$ cat config.mk
export PLATFORM = sky130hd
export DESIGN_NAME = multi_sync_filter
export DESIGN_NICKNAME = d
export VERILOG_FILES = /design/src/rtl/multi_sync_filter.sv
export SDC_FILE = /design/constraint.sdc
export NUM_CORES = 1
export LEC_CHECK = 0
export ABC_AREA = 1
export CAP_MARGIN = 20
export CORE_MARGIN = 10
export CORE_UTILIZATION = 26
export DETAILED_ROUTE_END_ITERATION = 12
export PLACE_DENSITY = 0.45
export REMOVE_ABC_BUFFERS = 1
export SYNTH_ARGS = -nofsm -noshare
export SYNTH_HDL_FRONTEND = slang
export SYNTH_SLANG_ARGS = --single-unit
$ cat constraint.sdc
create_clock -name clk -period 2 [get_ports clk]
set_clock_uncertainty 0.05 [all_clocks]
set_input_delay 0.4 -clock clk [delete_from_list [all_inputs] [get_ports clk]]
set_output_delay 0.4 -clock clk [all_outputs]
set_load 0.1 [all_outputs]
$ cat src/rtl/multi_sync_filter.sv
// Purpose : per-channel async-input synchroniser, stability filter and edge detector.
// Latency : STAGES edges to sync_out, then FILTER_CYCLES qualifying ticks to level_out.
// Backpressure: none; free-running, filter_tick only gates counter advance.
//
// Ports:
//   clk          system clock
//   reset        asynchronous active-high reset
//   filter_tick  counter qualify strobe (tie 1 to count every clk)
//   async_in     WIDTH asynchronous inputs
//   sync_out     raw synchronised value (last sync stage)
//   level_out    filtered, debounced level
//   rise_pulse   one-clk pulse when a level_out bit goes 0->1
//   fall_pulse   one-clk pulse when a level_out bit goes 1->0
module multi_sync_filter #(
    parameter int               WIDTH         = 4,
    parameter int               STAGES        = 2,
    parameter int               FILTER_CYCLES = 4,
    parameter logic [WIDTH-1:0] RESET_VALUE   = '0
) (
    input  logic             clk,
    input  logic             reset,
    input  logic             filter_tick,
    input  logic [WIDTH-1:0] async_in,
    output logic [WIDTH-1:0] sync_out,
    output logic [WIDTH-1:0] level_out,
    output logic [WIDTH-1:0] rise_pulse,
    output logic [WIDTH-1:0] fall_pulse
);

    localparam int               CNT_W    = $clog2(FILTER_CYCLES + 1);
    // Count value on which the next qualifying tick commits the new level.
    localparam logic [CNT_W-1:0] CNT_LAST = CNT_W'(FILTER_CYCLES - 1);
    localparam logic [CNT_W-1:0] CNT_ONE  = CNT_W'(1);

    logic [WIDTH-1:0] sync_q [STAGES];
    logic [WIDTH-1:0] sync_d [STAGES];
    logic [CNT_W-1:0] cnt_q  [WIDTH];
    logic [CNT_W-1:0] cnt_d  [WIDTH];
    logic [WIDTH-1:0] level_q, level_d;
    logic [WIDTH-1:0] rise_q, rise_d;
    logic [WIDTH-1:0] fall_q, fall_d;

    assign sync_out   = sync_q[STAGES-1];
    assign level_out  = level_q;
    assign rise_pulse = rise_q;
    assign fall_pulse = fall_q;

    // Plain shift chain: nothing combinational between stages so each
    // stage gets a full cycle to resolve metastability.
    always_comb begin
        sync_d[0] = async_in;
        for (int i = 1; i < STAGES; i++) begin
            sync_d[i] = sync_q[i-1];
        end
    end

    always_comb begin
        level_d = level_q;
        rise_d  = '0;
        fall_d  = '0;
        for (int c = 0; c < WIDTH; c++) begin
            cnt_d[c] = cnt_q[c];
            if (sync_out[c] == level_q[c]) begin
                // Any agreement discards partial progress, so glitches never
                // accumulate into a level change.
                cnt_d[c] = '0;
            end else if (filter_tick) begin
                if (cnt_q[c] == CNT_LAST) begin
                    level_d[c] = sync_out[c];
                    cnt_d[c]   = '0;
                    rise_d[c]  = sync_out[c];
                    fall_d[c]  = ~sync_out[c];
                end else begin
                    cnt_d[c] = cnt_q[c] + CNT_ONE;
                end
            end
        end
    end

    always_ff @(posedge clk or posedge reset) begin
        if (reset) begin
            for (int i = 0; i < STAGES; i++) begin
                sync_q[i] <= RESET_VALUE;
            end
            for (int c = 0; c < WIDTH; c++) begin
                cnt_q[c] <= '0;
            end
            level_q <= RESET_VALUE;
            rise_q  <= '0;
            fall_q  <= '0;
        end else begin
            for (int i = 0; i < STAGES; i++) begin
                sync_q[i] <= sync_d[i];
            end
            for (int c = 0; c < WIDTH; c++) begin
                cnt_q[c] <= cnt_d[c];
            end
            level_q <= level_d;
            rise_q  <= rise_d;
            fall_q  <= fall_d;
        end
    end

endmodule
* Yosys cells after proc, flatten, opt, wreduce, memory -nomap -nowiden
Index checks and enable logic that the tools add are counted.
** Operators by class
- Add/sub/neg operators :: 4
- Equal/unequal tests :: 8
- Muxes and demuxes :: 36
- Bitwise operators :: 8
- Reduce and logical (&&, ||, !) cells :: 8
** Operator list (number)
- 3-bit 2-to-1 mux :: 12
- 1-bit 2-to-1 mux :: 24
- 3-bit by 1-bit adder with 3-bit output (second input constant) :: 4
- 3-bit by 2-bit equality test with 1-bit output (second input constant) :: 4
- 3-bit AND reduction :: 4
- 1-bit inverter :: 8
- 2-bit nonzero test :: 4
- 1-bit equality test :: 4
** Storage, ports and cells
- Bits in registers :: 32
- Output and inout bits :: 16
- Logic and storage cells :: 76

* Logic depth before layout (Yosys ltp)
Gate-level depths: netlist of the first run.
- Depth in word-level cells :: 4
- Depth in mapped cells :: 6

* Worst setup path before layout of the first run
Ideal clock, no wire load.
- Path kind :: register to register
- Start point :: reg level_q[3] (netlist: level_out[3])
- End point :: reg cnt_q[0] in the netlist's numbering
- Setup time :: 0.065 ns
- Arrival :: 1.481 ns
- Data required time :: 1.885 ns
- Path slack :: 0.404 ns
- Stages on the path, launching flop included :: 7
- Buffers on the path :: 0
- Cells stage by stage :: dfrtp_1 inv_1 nand2_1 nand2_1 nor2_1 nand2_1 nand2_1
** On the way
- Cells in the longest elaborated chain, start to end :: 2
** Ends and longest elaborated chain
- start, declared :: RTL line 39 : logic [WIDTH-1:0] level_q, level_d;
- start signal, assigned :: RTL line 98 : level_q <= level_d;
- 1-bit equality test (*) :: RTL line 63 : if (sync_out[c] == level_q[c]) begin
- 3-bit 2-to-1 mux or 2-bit nonzero test (tied branches)
- end signal, assigned by index :: RTL line 96 : cnt_q[c] <= cnt_d[c];
- end, declared :: RTL line 37 : logic [CNT_W-1:0] cnt_q [WIDTH];
Mark *: on every way between the ends. The rest lies on a longest branch, timed or not.
A chain may end at the register's enable or synchronous reset.

* Final worst setup path of the first run
- Start point :: reg sync_q (netlist bit sync_out[3])
- End point :: out sync_out[3]
** RTL lines
- start, declared :: RTL line 35 : logic [WIDTH-1:0] sync_q [STAGES];
- start signal, assigned by index :: RTL line 93 : sync_q[i] <= sync_d[i];
- end, declared :: RTL line 24 : output logic [WIDTH-1:0] sync_out,
No word-level cell between the ends.

==> results.tsv, run 1 <==
stage	metric	value	unit
run_status	outcome	finished clean	
clock_tree	Setup Fix Bufs, Post-CTS	0	
clock_tree	Clock Path Buffers	2	
worst_hold_path	worst min-delay path category	flip-flop to flip-flop	
grt	initial antenna violation count	0	
clock_tree	Worst-path clk slew	70	ps
routing	DRT Pass-1 Iters	4	
floorplanning	die area	8070	um2
setup_path	Worst Setup Start Kind	flip-flop	
sta	Rel. slew slack	0.733	
sta	post-route setup slack	583	ps
yosys	post-synthesis sequential area ratio	0.632	
sta	max-slew violation count	0	
yosys	Yosys reg bits	32	
sta	final setup fails	0	
yosys	synthesized cell area	1270	um2
grt	gr ovfl total	0	
finish	antenna cells	0	
placed_design	GPL Wtd Cong	0.695	
routing	final wirelength	2.30	mm
clock_tree	CTS root buffer	clkbuf_8	
finish	number of nets in the layout	159	
sta	RSZ-0062 raised after global routing	no	
clock_tree	H-Tree Depth	2	
routing	# DRC	0	
floorplanning	core area	4720	um2
clock_tree	clock sink count	32	
routing	Via Count	865	
power	power density cells	1340	nW/um2
yosys	yosys warns	0	
routing	Avg WL per Cell	10.7	um
setup_path	worst-path maximum fanout	6	
setup_path	CP bufs+invs	1	
yosys	synthesized area per cell	10.8	um2
power	VDD IR max	0.371	mV
clock_tree	number of buffers created by CTS	5	
routing	via/cell ratio	4.00	
setup_path	critical path, cell by cell	buf_12	
floorplanning	I/O pins	23	
power	Leakage	0.000848	uW
setup_path	crit path capture type	output pin	
yosys	post-synthesis cell count	117	
sta	slew at the pin closest to its max-slew limit	401	ps
clock_tree	cts hold-fix bufs	0	
finish	Area Growth Syn to Fin	36.9	%
routing	DR iter-0 viols	22	
grt	global-route wire length before repair	4.04	mm
floorplanning	Initial Util	0.268	
yosys	Yosys top cell area share	0.632	
sta	fin crit share	0.709	
yosys	area leader, netlist	dfrtp_1	
routing	Post-DRT Antenna Nets	0	
finish	commonest non-fill, non-tap cells in the layout	dfrtp_1 (32), nand2_1 (23), nor2_1 (18)	
finish	most common cell after layout, fill and taps aside	dfrtp_1	
floorplanning	Die H	89.8	um
floorplanning	number of core rows	25	
sta	Max Clk Rate	706	MHz
yosys	synth top area cells	dfrtp_1 (63%), nand2_1 (6.8%), nor2_1 (5.3%)	
setup_path	WS Path Type	flip-flop to output pin	
grt	vias in the first global route	877	
placed_design	IO Port Bufs	22	
clock_tree	post-cts sizing count	0	
setup_path	Slowest-stage cell, CP	dfrtp_1	
setup_path	Top delay family on crit path	flip-flops	
yosys	synth unique cells	18	
grt	Total GRT Usage	0.0621	
sta	min cycle time layout	1420	ps
placed_design	hpwl dp	1.69	mm
sta	TNS Setup	0	ps
grt	largest net degree at the start of global routing	33	
clock_tree	Clk Latency, worst-skew pair	280	ps
sta	Hold Fails Final Rpt	0	
setup_path	slowest stage delay, CP	480	ps
clock_tree	CTS tree	done	
setup_path	WP data arrival	970	ps
floorplanning	Die X	89.8	um
placed_design	DP Worst Slack	338	ps
finish	share of layout cells above drive strength 1	0.235	
job	max cap viols	0	
setup_path	WP data required	1550	ps
[synthesized netlist by cell type]
cell type  instances
nor4_1             3
xnor2_1            6
nor2_1            18
nand2_1           23
a21oi_1            1
nor2_2             1
nor3_1             3
dfrtp_1           32
buf_6              1
nand3_1            2
nand4_1            1
nand2_4            1
ha_1               4
nor2_4             3
nand2_2            1
inv_1             11
nor3b_2            2
o21ai_0            4
[cell families after synthesis]
family                   share of synthesized area
AND/OR/NAND/NOR                              0.226
flip-flops                                   0.632
buffers and inverters                       0.0415
XOR/XNOR                                    0.0415
AO/OA/AOI/OAI                               0.0197
adder cells (fa/ha/maj)                     0.0395
[power by group]
part           internal, uW  switching, uW  total, uW
Combinational           337            585        922
Clock                   274            237        512
Sequential              767            128        895
Total                  1380            950       2330
[final timing paths]
| path | slack (ps) | end | cells after the start | start |
|---|---|---|---|---|
| worst min register to register | 300 | sync_out[0] | 0 | sync_d[0] |
| worst max-delay path | 580 | sync_out[3] | 1 | sync_out[3] |
| max in group asynchronous | 1130 | cnt_q[9] | 3 | reset |
| min in group asynchronous | 460 | sync_d[3] | 3 | reset |
| worst max register to register | 790 | level_out[3] | 6 | cnt_q[0] |
| worst min-delay path | 300 | sync_out[0] | 0 | sync_d[0] |
[state kept, by name, summed over array words and instances, names as in the netlist]
name,count
sync_out,4
cnt_q,12
rise_pulse,4
fall_pulse,4
sync_d,4
level_out,4
[metrics by stage]
stage,cell area (um2),hold slack (ps),util,std cells,total power [uW]
6_report,1740,296,0.367,216,2330
3_5_place_dp,1640,286,0.348,208,1840
2_1_floorplan,1260,281,-,116,1520
5_1_grt,1740,313,0.367,216,2470
4_1_cts,1740,300,0.367,216,2370
3_3_place_gp,1640,284,0.348,208,1820
[cell type report]
class / count / area [um2]
Clock inverter: 2 / 10.0
Sequential cell: 32 / 801
Timing Repair Buffer: 25 / 303
Inverter: 11 / 41.3
Fill cell: 476 / 2990
Tap cell: 67 / 83.8
Clock buffer: 6 / 82.6
Multi-Input combinational cell: 73 / 414
[layer usage]
metal	wire length, um	share of wire	global-route usage
met5	0	0	0
met4	57	0.025	0.0445
met3	104	0.045	0.0283
met2	1180	0.51	0.102
met1	961	0.42	0.0612
Power figures use the tool's default switching activity.
==> run 2, diff against run 1 <==
==> constraint.sdc (replaced) <==
create_clock -name clk -period 1.4 [get_ports clk]
set_clock_uncertainty 0.05 [all_clocks]
set_input_delay 0.28 -clock clk [delete_from_list [all_inputs] [get_ports clk]]
set_output_delay 0.28 -clock clk [all_outputs]
set_load 0.1 [all_outputs]
==> results.tsv, run 2 (synthesis gave the netlist of run 1 again) <==
stage	metric	value	unit	change
placed_design	Placed Cells	210		+0.96%
sta	Rel. slew slack	0.793		+0.0601
setup_path	WP data arrival	970	ps	about the same
job	max cap viols	0		unchanged
clock_tree	Clock Path Buffers	2		unchanged
sta	Max Clk Rate	771	MHz	
floorplanning	Die H	89.8	um	unchanged
routing	Via Count	860		-0.58%
sta	final setup fails	0		unchanged
clock_tree	number of buffers created by CTS	5		unchanged
finish	antenna cells	0		unchanged
routing	DRT Pass-1 Iters	4		unchanged
setup_path	Slowest-stage cell, CP	dfrtp_1		
finish	number of nets in the layout	161		+1.3%
setup_path	WS Path Type	flip-flop to output pin		
routing	Post-DRT Antenna Nets	0		unchanged
sta	min cycle time layout	1300	ps	
setup_path	critical path, cell by cell	buf_12		
setup_path	Top delay family on crit path	flip-flops		
finish	register area	801	um2	unchanged
finish	Reg with most FFs	cnt_q		
floorplanning	die area	8070	um2	unchanged
grt	global-route wire length before repair	4.06	mm	+0.35%
grt	Total GRT Usage	0.0634		+0.00122
finish	# fillers	454		-4.6%
finish	share of layout cells above drive strength 1	0.232		-0.00311
clock_tree	Worst-path clk slew	60	ps	about the same
floorplanning	core area	4720	um2	unchanged
floorplanning	I/O pins	23		unchanged
sta	TNS Setup	0	ps	unchanged
sta	Hold Fails Final Rpt	0		unchanged
routing	final wirelength	2.27	mm	-1.4%
sta	slew at the pin closest to its max-slew limit	309	ps	-92.4 ps
finish	Final Non-Filler Cells	218		+0.93%
grt	gr ovfl total	0		unchanged
sta	fin crit share	0.927		
power	Leakage	0.000878	uW	+3.6%
setup_path	CP bufs+invs	1		unchanged
setup_path	crit path capture type	output pin		
clock_tree	post-cts sizing count	0		unchanged
clock_tree	cts hold-fix bufs	0		unchanged
sta	RSZ-0062 raised after global routing	no		
finish	area of the multi-input gates	414	um2	unchanged
finish	max FFs per register	12		unchanged
setup_path	WP data required	1070	ps	-480 ps
grt	vias in the first global route	901		+2.7%
grt	largest net degree at the start of global routing	33		unchanged
finish	most common cell after layout, fill and taps aside	dfrtp_1		
run_status	outcome	finished clean		
floorplanning	Die X	89.8	um	unchanged
setup_path	worst-path maximum fanout	6		unchanged
floorplanning	Initial Util	0.268		unchanged
clock_tree	Clk Latency, worst-skew pair	270	ps	about the same
routing	# DRC	0		unchanged
setup_path	Critical Path Source	sync_out[3]		
power	VDD IR max	0.509	mV	+37%
clock_tree	H-Tree Depth	2		unchanged
setup_path	slowest stage delay, CP	480	ps	about the same
clock_tree	clock sink count	32		unchanged
power	power density cells	1790	nW/um2	+33%
grt	initial antenna violation count	0		unchanged
clock_tree	CTS tree	done		
placed_design	DP Worst Slack	-123	ps	-461 ps
sta	post-route setup slack	103	ps	-480 ps
sta	max-slew violation count	0		unchanged
clock_tree	CTS root buffer	clkbuf_8		
placed_design	hpwl dp	1.73	mm	+2.0%
finish	Area Growth Syn to Fin	46.8	%	
setup_path	Worst Setup Start Kind	flip-flop		
setup_path	Reg-to-Reg Start	cnt_q[0]		
floorplanning	number of core rows	25		unchanged
placed_design	GPL Wtd Cong	0.726		+4.5%
finish	commonest non-fill, non-tap cells in the layout	dfrtp_1 (32), nand2_1 (23), nor2_1 (18)		
placed_design	IO Port Bufs	22		unchanged
routing	via/cell ratio	3.94		-1.5%
routing	DR iter-0 viols	32		+45%
clock_tree	Setup Fix Bufs, Post-CTS	0		unchanged
worst_hold_path	worst min-delay path category	input port to async pin		
routing	Avg WL per Cell	10.4	um	-2.3%
-- run 2: per-stage QoR --
| step | utilization | hold WS (ps) | area [um2] | total power [uW] |
|---|---|---|---|---|
| floorplan | - | 261 | 1260 | 2170 |
| global placement | 0.375 | 284 | 1770 | 2630 |
| detailed placement | 0.375 | 289 | 1770 | 2660 |
| CTS | 0.394 | 295 | 1860 | 3390 |
| global route | 0.394 | 307 | 1860 | 3540 |
| finish | 0.394 | 290 | 1860 | 3330 |
-- run 2: path summary, 6_finish.rpt --
kind / end / slack, ps / cells after the start
worst min-delay path: sync_out[3] / 290 / 3
worst min register to register: sync_out[0] / 300 / 0
max in group asynchronous: level_out[2] / 830 / 3
min in group clk: sync_out[0] / 300 / 0
worst max-delay path: sync_out[3] / 100 / 1
worst max register to register: level_out[3] / 170 / 6
-- run 2: power by group --
part	switching (uW)	total, uW	internal (uW)	leakage, uW
Combinational	843	1350	504	0.000420
Sequential	181	1280	1100	0.000413
Clock	307	707	400	0.0000455
-- run 2: layer usage --
layer / global-route usage / part of all wire / wire (um) / vias to the layer above
met5: 0 / 0 / 0 / -
met3: 0.0308 / 0.038 / 87 / 2
li1: - / - / - / 438
met2: 0.102 / 0.51 / 1160 / 19
met1: 0.0618 / 0.43 / 980 / 401
met4: 0.0485 / 0.018 / 40 / 0
-- run 2: layout make-up --
cell class,instances,share of cell area
tap,67,0.0451
sequential,32,0.430
timing repair buffer,27,0.231
clock buffer,8,0.0484
multi-input combinational,73,0.223
inverter,11,0.0222
==> run 3, diff against run 2 <==
--- a/config.mk
+++ b/config.mk
@@ -7,9 +7,11 @@
 export LEC_CHECK = 0
 export ABC_AREA = 1
 export CAP_MARGIN = 20
+export CORE_ASPECT_RATIO = 0.75
 export CORE_MARGIN = 10
 export CORE_UTILIZATION = 26
 export DETAILED_ROUTE_END_ITERATION = 12
+export GPL_TIMING_DRIVEN = 0
 export PLACE_DENSITY = 0.45
 export REMOVE_ABC_BUFFERS = 1
 export SYNTH_ARGS = -nofsm -noshare
==> results.tsv, run 3 (synthesis gave the netlist of run 1 again) <==
stage	metric	value	unit	change
run_status	outcome	finished clean		
setup_path	flop2flop setup slack	140	ps	-30 ps
grt	largest net degree at the start of global routing	20		-39%
placed_design	hpwl dp	1.80	mm	+4.1%
power	sw frac	0.423		+0.0238
clock_tree	clock sink count	32		unchanged
power	Leakage	0.000816	uW	-7.2%
placed_design	dpl cell area	1580	um2	-11%
clock_tree	number of buffers created by CTS	5		unchanged
power	sequential power share	0.395		+0.011
grt	vias in the first global route	889		-1.3%
floorplanning	Initial Util	0.276		+0.00730
finish	Area Growth Syn to Fin	28.0	%	
routing	via/cell ratio	4.11		+4.3%
sta	Rel. slew slack	0.587		-0.206
setup_path	slowest stage delay, CP	420	ps	-60 ps
sta	post-route setup slack	47.8	ps	-55.1 ps
placed_design	DP Worst Slack	-508	ps	-385 ps
power	power density cells	1940	nW/um2	+8.5%
power	logic gate share of total power	0.374		-0.030
setup_path	Worst Setup Start Kind	flip-flop		
routing	Via Count	839		-2.4%
floorplanning	Die H	80.5	um	-10%
setup_path	WS Path Type	flip-flop to output pin		
floorplanning	die area	8100	um2	+0.36%
sta	slew at the pin closest to its max-slew limit	619	ps	+311 ps
finish	commonest non-fill, non-tap cells in the layout	dfrtp_1 (32), nand2_1 (23), nor2_1 (18)		
sta	TNS Setup	0	ps	unchanged
sta	Max Clk Rate	740	MHz	-4.1%
routing	final wirelength	2.45	mm	+8.1%
sta	max-slew violation count	0		unchanged
setup_path	WP data arrival	1020	ps	+50 ps
power	Pint	1820	uW	-9.1%
setup_path	worst-path maximum fanout	4		-2
grt	initial antenna violation count	0		unchanged
setup_path	critical path, cell by cell	buf_4		
setup_path	WP data required	1070	ps	about the same
sta	RSZ-0062 raised after global routing	no		
clock_tree	Worst-path clk slew	70	ps	about the same
job	max cap viols	0		unchanged
sta	final setup fails	0		unchanged
setup_path	Top delay family on crit path	flip-flops		
routing	DR iter-0 viols	28		-13%
setup_path	CP bufs+invs	1		unchanged
setup_path	Slowest-stage cell, CP	dfrtp_1		
clock_tree	CTS tree	done		
finish	antenna cells	0		unchanged
placed_design	IO Port Bufs	22		unchanged
power	VDD IR max	0.999	mV	+96%
grt	gr ovfl total	0		unchanged
placed_design	GPL Wtd Cong	0.672		-7.5%
power	Clk network pwr share	0.231		+0.019
clock_tree	CTS root buffer	clkbuf_8		
floorplanning	number of core rows	21		-16%
clock_tree	Setup Fix Bufs, Post-CTS	0		unchanged
grt	Total GRT Usage	0.0660		+0.00261
clock_tree	Clock Path Buffers	2		unchanged
finish	share of layout cells above drive strength 1	0.231		-0.000496
finish	number of nets in the layout	157		-2.5%
power	Psw	1340	uW	+0.28%
routing	Avg WL per Cell	12.0	um	+16%
worst_hold_path	worst min-delay path category	flip-flop to flip-flop		
grt	global-route wire length before repair	4.24	mm	+4.4%
sta	Hold Fails Final Rpt	0		unchanged
floorplanning	I/O pins	23		unchanged
finish	Reg with most FFs	cnt_q		
routing	# DRC	0		unchanged
routing	Post-DRT Antenna Nets	0		unchanged
floorplanning	Die X	101	um	+12%
finish	final instance area	1620	um2	-13%
routing	DRT Pass-1 Iters	3		-1
clock_tree	Clk Latency, worst-skew pair	280	ps	about the same
sta	fin crit share	0.966		+0.0393
setup_path	crit path capture type	output pin		
clock_tree	H-Tree Depth	2		unchanged
sta	min cycle time layout	1350	ps	+55.1 ps
finish	max FFs per register	12		unchanged
finish	most common cell after layout, fill and taps aside	dfrtp_1		
floorplanning	core area	4600	um2	-2.6%
-- run 3: cell count changes in the layout (fill, tap and decap cells not counted), sizes merged --
cell | before | now
clkbuf | 8 | 9
buf | 21 | 15
clkdlybuf4s50 | 6 | 5
clkinv | 0 | 2
-- run 3: per-layer routing --
metal | vias up | wire, um | track usage
met1 | 390 | 1130 | 0.0779
met3 | 5 | 223 | 0.0385
met4 | 0 | 35 | 0.0296
met5 | - | 0 | 0
li1 | 426 | - | -
met2 | 18 | 1060 | 0.0943
-- run 3: layout make-up --
type                       count  area (um2)
fill                         447        2980
sequential                    32         801
multi-input combinational     73         414
timing repair buffer          23         203
clock buffer                   6        82.6
tap                           57        71.3
inverter                      11        41.3
clock inverter                 2        10.0
-- run 3: final timing paths --
kind / endpoint / cells past startpoint / startpoint
max in group asynchronous: sync_out[3] / 3 / reset
hold / removal: sync_out[2] / 0 / sync_d[2]
setup / recovery: sync_out[1] / 1 / sync_out[1]
min in group asynchronous: cnt_q[8] / 2 / reset
hold reg to reg: sync_out[2] / 0 / sync_d[2]
setup reg to reg: level_out[3] / 6 / cnt_q[0]
-- run 3: power groups by stage --
stage	registers, uW	clock network (uW)	logic, uW
floorplan	1750	0	419
global placement	1250	0	1170
detailed placement	1260	0	1210
CTS	1250	748	1180
global route	1270	798	1280
finish	1250	727	1180
-- run 3: through the flow --
step / hold slack, ps / std cells / util / power (uW)
4_1_cts: 301 / 204 / 0.349 / 3180
3_3_place_gp: 281 / 195 / 0.337 / 2410
2_1_floorplan: 261 / 116 / - / 2170
5_1_grt: 313 / 204 / 0.353 / 3350
3_5_place_dp: 285 / 196 / 0.343 / 2470
6_report: 299 / 204 / 0.353 / 3150
-- run 3: timing repair --
action,CTS,global route
hold endpoints to repair,0,0
gates resized for setup,89,8
hold buffers,0,0
endpoints found under the setup margin,33,11
-- run 3: worst reg2reg max path, delay by kind of cell (launching register included) --
family | cells | cell delay [ps]
adders and majority gates | 1 | 150
buffers and inverters | 1 | 50
DFF | 1 | 380
and+or+nand+nor | 4 | 520
